$ cat src/rtl/fc_pkg.sv
// Shared definitions for the fully-connected layer engine: control states,
// rescale table and saturation helpers.
package fc_pkg;

    typedef enum logic [1:0] {
        S_IDLE   = 2'd0,
        S_ACCUM  = 2'd1,
        S_FINISH = 2'd2,
        S_OUTPUT = 2'd3
    } fc_state_e;

    localparam int RESCALE_SHIFT = 16;
    localparam int FINISH_STAGES = 3;

    // Index by cfg_layer; entry 3 is unity (256 >> 16 == >> 8).
    localparam logic [3:0][8:0] SCALE = {9'd256, 9'd164, 9'd156, 9'd199};

    function automatic logic sat_over(input logic signed [63:0] x, input int w);
        return x > ((64'sd1 <<< (w - 1)) - 64'sd1);
    endfunction

    function automatic logic sat_under(input logic signed [63:0] x, input int w);
        return x < -(64'sd1 <<< (w - 1));
    endfunction

endpackage

$ cat src/rtl/fc_lane.sv
// One output neuron: saturating multiply-accumulate followed by a
// 3-stage bias / ReLU / rescale pipeline that advances only while pipe_en.
module fc_lane
    import fc_pkg::*;
#(
    parameter int BITWIDTH     = 8,
    parameter int BITWIDTH_ACC = 24
) (
    input  logic                       clk,
    input  logic                       rstn,
    input  logic                       clear,
    input  logic                       acc_en,
    input  logic                       pipe_en,
    input  logic [1:0]                 layer,
    input  logic [BITWIDTH-1:0]        in_data,
    input  logic signed [BITWIDTH-1:0] weight,
    input  logic signed [BITWIDTH-1:0] bias_in,
    output logic [BITWIDTH-1:0]        result,
    output logic                       sat_flag
);
    localparam int PROD_W = 2 * BITWIDTH + 1;
    localparam int SUM_W  = BITWIDTH_ACC + 1;
    localparam int SCL_W  = BITWIDTH_ACC + 9;
    localparam logic signed [BITWIDTH_ACC-1:0] ACC_MAX = {1'b0, {(BITWIDTH_ACC-1){1'b1}}};
    localparam logic signed [BITWIDTH_ACC-1:0] ACC_MIN = {1'b1, {(BITWIDTH_ACC-1){1'b0}}};

    logic signed [BITWIDTH_ACC-1:0] acc_reg;
    logic signed [BITWIDTH-1:0]     bias_reg;
    logic signed [BITWIDTH_ACC-1:0] biased_reg;
    logic [BITWIDTH_ACC-1:0]        relu_reg;
    logic [BITWIDTH-1:0]            result_reg;
    logic                           sat_reg;

    logic signed [BITWIDTH:0]       data_s;
    logic signed [PROD_W-1:0]       prod;
    logic signed [SUM_W-1:0]        acc_sum;
    logic signed [SUM_W-1:0]        bias_sum;
    logic signed [BITWIDTH_ACC-1:0] acc_next;
    logic signed [BITWIDTH_ACC-1:0] biased_next;
    logic                           acc_ovf;
    logic [SCL_W-1:0]               scaled;
    logic [SCL_W-1:0]               shifted;
    logic [BITWIDTH-1:0]            rescaled;

    always_comb begin
        // in_data is unsigned: a zero MSB keeps it positive in the signed product.
        data_s  = {1'b0, in_data};
        prod    = PROD_W'(data_s) * PROD_W'(weight);
        acc_sum = SUM_W'(acc_reg) + SUM_W'(prod);
        acc_ovf = sat_over(64'(acc_sum), BITWIDTH_ACC) || sat_under(64'(acc_sum), BITWIDTH_ACC);
        if (sat_over(64'(acc_sum), BITWIDTH_ACC)) begin
            acc_next = ACC_MAX;
        end else if (sat_under(64'(acc_sum), BITWIDTH_ACC)) begin
            acc_next = ACC_MIN;
        end else begin
            acc_next = acc_sum[BITWIDTH_ACC-1:0];
        end

        bias_sum = SUM_W'(acc_reg) + SUM_W'(bias_reg);
        if (sat_over(64'(bias_sum), BITWIDTH_ACC)) begin
            biased_next = ACC_MAX;
        end else if (sat_under(64'(bias_sum), BITWIDTH_ACC)) begin
            biased_next = ACC_MIN;
        end else begin
            biased_next = bias_sum[BITWIDTH_ACC-1:0];
        end

        scaled   = SCL_W'(relu_reg) * SCL_W'(SCALE[layer]);
        shifted  = scaled >> RESCALE_SHIFT;
        rescaled = (|shifted[SCL_W-1:BITWIDTH]) ? {BITWIDTH{1'b1}} : shifted[BITWIDTH-1:0];
    end

    always_ff @(posedge clk or negedge rstn) begin
        if (!rstn) begin
            acc_reg    <= '0;
            bias_reg   <= '0;
            biased_reg <= '0;
            relu_reg   <= '0;
            result_reg <= '0;
            sat_reg    <= 1'b0;
        end else begin
            if (clear) begin
                acc_reg  <= '0;
                sat_reg  <= 1'b0;
                bias_reg <= bias_in;
            end else if (acc_en) begin
                acc_reg <= acc_next;
                if (acc_ovf) begin
                    sat_reg <= 1'b1;
                end
            end
            if (pipe_en) begin
                biased_reg <= biased_next;
                relu_reg   <= biased_reg[BITWIDTH_ACC-1] ? '0 : biased_reg;
                result_reg <= rescaled;
            end
        end
    end

    assign result   = result_reg;
    assign sat_flag = sat_reg;

endmodule

$ cat src/rtl/fc_layer_engine.sv
// Fully-connected layer engine: streams an input vector through NUM_PARA
// parallel neuron lanes and emits one rescaled result word per lane.
module fc_layer_engine
    import fc_pkg::*;
#(
    parameter int BITWIDTH     = 8,
    parameter int BITWIDTH_ACC = 24,
    parameter int NUM_PARA     = 4,
    parameter int MAX_LEN      = 1024
) (
    input  logic                                clk,
    input  logic                                rstn,
    input  logic                                start,
    input  logic [$clog2(MAX_LEN+1)-1:0]        cfg_len,
    input  logic [1:0]                          cfg_layer,
    input  logic [NUM_PARA-1:0][BITWIDTH-1:0]   bias,
    output logic                                busy,
    input  logic                                in_valid,
    output logic                                in_ready,
    input  logic [BITWIDTH-1:0]                 in_data,
    input  logic [NUM_PARA-1:0][BITWIDTH-1:0]   weight,
    output logic                                out_valid,
    input  logic                                out_ready,
    output logic [NUM_PARA-1:0][BITWIDTH-1:0]   result,
    output logic                                sat_flag
);
    localparam int LEN_W = $clog2(MAX_LEN + 1);
    localparam logic [LEN_W-1:0] MAX_LEN_L = LEN_W'(MAX_LEN);

    fc_state_e          state_reg;
    logic [LEN_W-1:0]   len_reg;
    logic [LEN_W-1:0]   elem_cnt_reg;
    logic [LEN_W-1:0]   len_clamped;
    logic [1:0]         layer_reg;
    logic [1:0]         fin_cnt_reg;
    logic               start_frame;
    logic               accept;
    logic               last_elem;
    logic [NUM_PARA-1:0] lane_sat;

    assign len_clamped = (cfg_len > MAX_LEN_L) ? MAX_LEN_L : cfg_len;
    assign start_frame = (state_reg == S_IDLE) && start;
    assign in_ready    = (state_reg == S_ACCUM);
    assign accept      = in_valid && in_ready;
    assign last_elem   = (elem_cnt_reg + LEN_W'(1)) == len_reg;
    assign busy        = (state_reg != S_IDLE);
    assign out_valid   = (state_reg == S_OUTPUT);
    assign sat_flag    = |lane_sat;

    always_ff @(posedge clk or negedge rstn) begin
        if (!rstn) begin
            state_reg    <= S_IDLE;
            len_reg      <= '0;
            elem_cnt_reg <= '0;
            layer_reg    <= '0;
            fin_cnt_reg  <= '0;
        end else begin
            case (state_reg)
                S_IDLE: begin
                    if (start) begin
                        len_reg      <= len_clamped;
                        layer_reg    <= cfg_layer;
                        elem_cnt_reg <= '0;
                        fin_cnt_reg  <= '0;
                        state_reg    <= (len_clamped == '0) ? S_FINISH : S_ACCUM;
                    end
                end
                S_ACCUM: begin
                    if (accept) begin
                        elem_cnt_reg <= elem_cnt_reg + LEN_W'(1);
                        if (last_elem) begin
                            state_reg <= S_FINISH;
                        end
                    end
                end
                S_FINISH: begin
                    // One cycle per pipeline stage; results are valid on the last.
                    fin_cnt_reg <= fin_cnt_reg + 2'd1;
                    if (fin_cnt_reg == 2'(FINISH_STAGES - 1)) begin
                        state_reg <= S_OUTPUT;
                    end
                end
                S_OUTPUT: begin
                    if (out_ready) begin
                        state_reg <= S_IDLE;
                    end
                end
                default: state_reg <= S_IDLE;
            endcase
        end
    end

    generate
        for (genvar gi = 0; gi < NUM_PARA; gi++) begin : g_lane
            fc_lane #(
                .BITWIDTH     (BITWIDTH),
                .BITWIDTH_ACC (BITWIDTH_ACC)
            ) u_lane (
                .clk      (clk),
                .rstn     (rstn),
                .clear    (start_frame),
                .acc_en   (accept),
                .pipe_en  (state_reg == S_FINISH),
                .layer    (layer_reg),
                .in_data  (in_data),
                .weight   (weight[gi]),
                .bias_in  (bias[gi]),
                .result   (result[gi]),
                .sat_flag (lane_sat[gi])
            );
        end
    endgenerate

endmodule

$ cat config.mk
export PLATFORM = sky130hd
export DESIGN_NAME = fc_layer_engine
export DESIGN_NICKNAME = d
export VERILOG_FILES = /design/src/rtl/fc_pkg.sv /design/src/rtl/fc_lane.sv /design/src/rtl/fc_layer_engine.sv
export SDC_FILE = /design/constraint.sdc
export NUM_CORES = 2
export LEC_CHECK = 0
export ABC_AREA = 1
export CORE_ASPECT_RATIO = 0.5
export CORE_MARGIN = 4
export CORE_UTILIZATION = 33
export CTS_BUF_LIST = sky130_fd_sc_hd__clkbuf_16
export CTS_CLUSTER_SIZE = 40
export DETAILED_ROUTE_END_ITERATION = 10
export PLACE_DENSITY = 0.44
export SETUP_SLACK_MARGIN = 0.2
export SLEW_MARGIN = 5
export SYNTH_ARGS = -nofsm -noshare
export SYNTH_HDL_FRONTEND = slang
export SYNTH_SLANG_ARGS = --single-unit
$ cat constraint.sdc
create_clock -name clk -period 12.3 [get_ports clk]
set_clock_uncertainty 0.15 [all_clocks]
set_input_delay 3.69 -clock clk [delete_from_list [all_inputs] [get_ports clk]]
set_output_delay 3.69 -clock clk [all_outputs]
set_load 0.01 [all_outputs]
==> impl_summary.txt <==
----------------------------------------------------
[Outcome]
  Run status ... complete, no violations

[Clocking]
  Clock-pin slew reported for the worst setup and hold paths after clock tree synthesis ... 0.06 ns
  Buffers inserted during post-CTS setup optimization ... 0
  Clock root buffer master ... sky130_fd_sc_hd__clkbuf_16
  Number of clock sinks seen by CTS ... 380
  Clock insertion delay at the later pin of the skew report ... 0.63 ns
  Htree depth ... 2
  Buffers from clock root to sink, at most ... 3
  Number of buffers inserted during clock tree synthesis ... 47
  Hold bufs inserted after CTS ... 0
  TritonCTS clock tree ... built
  Post-CTS Resized ... 0

[Worst setup path]
  Critical path cell sequence ... clkdlybuf4s50_1 > buf_12 > nand2_1 > fa_1 > inv_1 > fa_1 > inv_1 > fa_1 > inv_1 > fa_1 > fa_1 > ha_1 > inv_1 > o31ai_2 > nand3_1 > nand3_2 > xor2_2 > inv_1 > nand2_1 > nand2_1 > inv_2 > o21ai_0 > o21ai_0
  Buffer and inverter count on the worst path ... 8
  Worst R2R Start ... layer_reg[0]$_DFFE_PN0P_
  Kind of critical path ... primary input to register
  R2R setup slack ... 5.52 ns
  Worst Path Max Fanout ... 21
  Worst reg2reg endpoint ... g_lane[3].u_lane.result[6]$_DFFE_PN0P_
  Setup crit start kind ... primary input
  Endpoint kind of the worst setup timing path ... register
  Slowest library cell on the worst path ... sky130_fd_sc_hd__clkdlybuf4s50_1
  Required time reported for the critical path endpoint ... between 10 and 15 ns
  Largest incremental delay on the critical path ... 0.89 ns
  Data arrival time of the critical path ... 9.75 ns
  Logic depth of the worst register-to-register path ... 23
  Cell family with most CP delay ... adder cells

[Cells and area]
  Share of final-layout standard cells stronger than drive strength 1 ... 3.68%
  Layout overhead on the synthesized area ... 8.77%
  Post-layout nets ... 9192
  Final standard cell count with taps included and fillers excluded ... 10100

[GRT]
  Initial antenna violation count ... 12
  Via count of the first global-routing pass ... 49300
  Wire length of the first global-routing pass ... 291 mm
  Total grt overflow ... 0
  Largest net degree at the start of global routing ... 175
  All-Layer GR Usage ... 19.7%

[Hold path]
  Hold path startpoint ... g_lane[2].u_lane.biased_reg[15]$_DFFE_PN0P_
  Classification of the worst-slack hold path ... register to register
  Endpoint of the worst hold path ... g_lane[2].u_lane.biased_reg[15]$_DFFE_PN0P_
  Count of cells along the worst hold path ... 2

[Placement]
  Routability congestion estimate ... 0.906
  Place WS ... roughly 2.3 ns
  Detailed placer's ending HPWL ... 152 mm
  Cells after DPL ... about 10000
  Port-buffer cells ... 125

[Timing]
  Final Setup Violations ... 0
  Fin crit share ... 76.1%
  Final Max Slew Viols ... 0
  Timing-limited maximum frequency ... 107 MHz
  Tightest Pin Transition ... 1.08 ns
  Minimum clock period after layout ... between 9 and 10 ns
  Worst Setup Slack, final ... between 2 and 3 ns
  Setup repair after global routing missed its margin ... no
  Setup_tns ... 0 ns
  Headroom to the max-slew limit ... 27.6%
  Total count of hold-check failures in the final report ... 0

[Synth]
  Post-synthesis area per instance ... ~7.8 um2
  Sequential element share of the synthesized area ... roughly 16%
  Number of distinct library cells after synthesis ... between 60 and 70
  Post-Synthesis Net Count ... 9180
  Synthesized area ... 59500 um2
  YS warnings ... 0
  Post-Syn Instances ... 7667
  EDFF count, synth ... 0
  Number of synthesized register bits ... 380
  Post-synth ARST share ... 100%
  Most instantiated flip-flop cell in the synthesis netlist ... sky130_fd_sc_hd__dfrtp_1

[Flow run]
  Count of maximum capacitance violations ... 0

[Floorplan]
  I/O pin count ... between 100 and 150
  Starting density of the core ... 33.4%
  Horizontal die dimension ... 608 um
  Die Height ... 308 um
  Core box area ... 178000 um2
  Rows ... 109
  Die ar. ... 187000 um2

[Drt]
  Number of optimization iterations in the first detailed-route pass ... 6
  Antenna-violating nets left ... 0
  Detail-routed net length per standard cell ... 18.0 um
  Starting DRC count in detailed routing ... just over 3000
  Vias ... around 47000
  Wire length reported by the detailed router ... 182 mm
  Mean number of vias per cell ... 4.70
  Number of DRC violations after detailed routing ... 0

----------------------------------------------------
[synthesized netlist by cell type (6+ instances only)]
library cell / number / share of area (%)
sky130_fd_sc_hd__nor2_4: 10 / 0.19
sky130_fd_sc_hd__a21o_1: 29 / 0.37
sky130_fd_sc_hd__o22ai_1: 82 / 0.86
sky130_fd_sc_hd__a31oi_1: 20 / 0.21
sky130_fd_sc_hd__o211ai_1: 12 / 0.15
sky130_fd_sc_hd__buf_1: 16 / 0.10
sky130_fd_sc_hd__o21ai_0: 232 / 2.0
sky130_fd_sc_hd__buf_6: 9 / 0.17
sky130_fd_sc_hd__nand3_1: 222 / 1.9
sky130_fd_sc_hd__o211ai_2: 30 / 0.63
sky130_fd_sc_hd__clkbuf_1: 120 / 0.76
sky130_fd_sc_hd__nor3_1: 42 / 0.35
sky130_fd_sc_hd__buf_2: 12 / 0.10
sky130_fd_sc_hd__and3_1: 8 / 0.084
sky130_fd_sc_hd__fa_1: 800 / 27
sky130_fd_sc_hd__o21bai_1: 41 / 0.52
sky130_fd_sc_hd__nand2_1: 1724 / 11
sky130_fd_sc_hd__nor2_2: 36 / 0.38
sky130_fd_sc_hd__nor4_1: 24 / 0.25
sky130_fd_sc_hd__nor2_1: 805 / 5.1
sky130_fd_sc_hd__dfrtp_1: 380 / 16
sky130_fd_sc_hd__o21ai_1: 29 / 0.24
sky130_fd_sc_hd__ha_1: 623 / 13
sky130_fd_sc_hd__o31ai_1: 6 / 0.076
sky130_fd_sc_hd__buf_4: 11 / 0.14
sky130_fd_sc_hd__nand2_2: 11 / 0.12
sky130_fd_sc_hd__inv_2: 20 / 0.13
sky130_fd_sc_hd__xor2_1: 131 / 1.9
sky130_fd_sc_hd__nand3b_1: 20 / 0.25
sky130_fd_sc_hd__or2_2: 32 / 0.34
sky130_fd_sc_hd__a21oi_1: 338 / 2.8
sky130_fd_sc_hd__nand4_1: 68 / 0.72
sky130_fd_sc_hd__a21oi_2: 10 / 0.15
sky130_fd_sc_hd__xnor2_1: 62 / 0.91
sky130_fd_sc_hd__clkbuf_2: 21 / 0.18
sky130_fd_sc_hd__inv_1: 1561 / 9.9
sky130_fd_sc_hd__o21a_1: 10 / 0.13
[through the flow]
step	cell area, um2	utilization [%]	hold slack [ns]
floorplan	59500	-	0.296
global placement	63100	35.5	0.313
detailed placement	63100	35.5	0.316
CTS	64700	36.4	0.332
global route	64700	36.4	0.347
finish	64700	36.4	0.327
[layout make-up]
cell class                 instances  area, um2
inverter                        1583       5950
fill                           19000     113000
antenna                            4       10.0
clock buffer                      48       1200
clock inverter                    35        382
sequential                       380       9510
tap                             2386       2990
timing repair buffer             154       1500
multi-input combinational       5513      43100
[per-layer routing]
layer | global-route usage (%) | vias up | part of all wire [%]
li1 | - | 23700 | -
met1 | 31.2 | 22900 | 54
met2 | 28.9 | 779 | 41
met3 | 2.33 | 114 | 4.2
met4 | 2.72 | 0 | 1.3
met5 | 0 | - | 0
[cells in the final DEF (no fill, tap or decap), types with 5 or more instances in the layout]
master                            instances
sky130_fd_sc_hd__a21boi_0                 5
sky130_fd_sc_hd__a21boi_1                 5
sky130_fd_sc_hd__a21o_1                  29
sky130_fd_sc_hd__a21oi_1                338
sky130_fd_sc_hd__a21oi_2                 10
sky130_fd_sc_hd__a31oi_1                 20
sky130_fd_sc_hd__and3_1                   8
sky130_fd_sc_hd__buf_4                   26
sky130_fd_sc_hd__bufinv_16                7
sky130_fd_sc_hd__clkbuf_16               48
sky130_fd_sc_hd__clkdlybuf4s50_1        121
sky130_fd_sc_hd__clkinv_1                11
sky130_fd_sc_hd__clkinv_2                 8
sky130_fd_sc_hd__dfrtp_1                380
sky130_fd_sc_hd__fa_1                   800
sky130_fd_sc_hd__ha_1                   622
sky130_fd_sc_hd__inv_1                 1564
sky130_fd_sc_hd__inv_2                   20
sky130_fd_sc_hd__nand2_1               1722
sky130_fd_sc_hd__nand2_2                 12
sky130_fd_sc_hd__nand2_4                  6
sky130_fd_sc_hd__nand3_1                222
sky130_fd_sc_hd__nand3b_1                20
sky130_fd_sc_hd__nand4_1                 68
sky130_fd_sc_hd__nor2_1                 805
sky130_fd_sc_hd__nor2_2                  36
sky130_fd_sc_hd__nor2_4                  10
sky130_fd_sc_hd__nor3_1                  42
sky130_fd_sc_hd__nor4_1                  24
sky130_fd_sc_hd__o211ai_1                12
sky130_fd_sc_hd__o211ai_2                30
sky130_fd_sc_hd__o21a_1                  10
sky130_fd_sc_hd__o21ai_0                232
sky130_fd_sc_hd__o21ai_1                 29
sky130_fd_sc_hd__o21bai_1                41
sky130_fd_sc_hd__o22ai_1                 82
sky130_fd_sc_hd__o31ai_1                  6
sky130_fd_sc_hd__or2_2                   32
sky130_fd_sc_hd__xnor2_1                 62
sky130_fd_sc_hd__xor2_1                 131
[cells by family (layout without fill, tap and decap cells)]
kind of cell / count (synthesis) / count (layout) / share of synthesized area, %
compound gates: 867 / 867 / 8.56
xor+xnor: 196 / 196 / 2.94
fa+ha+maj: 1423 / 1423 / 40.1
buf+inv: 1774 / 1820 / 11.5
flops: 380 / 380 / 16.0
other cells: 0 / 4 / 0
simple gates: 3027 / 3027 / 21.0
[worst min-delay path: stages (launching register included)]
cell,delay (ns)
sky130_fd_sc_hd__dfrtp_1,0.34
sky130_fd_sc_hd__nand2_1,0.06
sky130_fd_sc_hd__nand2_1,0.05
[worst max path at each step]
stage                    start                                        to  slack (ns)  cells past startpoint
floorplan           in_data[7]  g_lane[1].u_lane.acc_reg[13]$_DFFE_PN0P_        3.65                     19
CTS                 in_data[0]   g_lane[0].u_lane.acc_reg[4]$_DFFE_PN0P_        2.94                     22
finish              in_data[6]   g_lane[2].u_lane.acc_reg[1]$_DFFE_PN0P_        2.94                     23
detailed placement  in_data[0]   g_lane[0].u_lane.acc_reg[4]$_DFFE_PN0P_        2.27                     22
global placement     weight[7]   g_lane[0].u_lane.acc_reg[4]$_DFFE_PN0P_        2.35                     24
global route         weight[7]   g_lane[0].u_lane.acc_reg[4]$_DFFE_PN0P_        2.57                     24
Power is left out: the tool's default activity adds up to more than one toggle a clock period on the data nets, which glitch-free logic cannot reach.
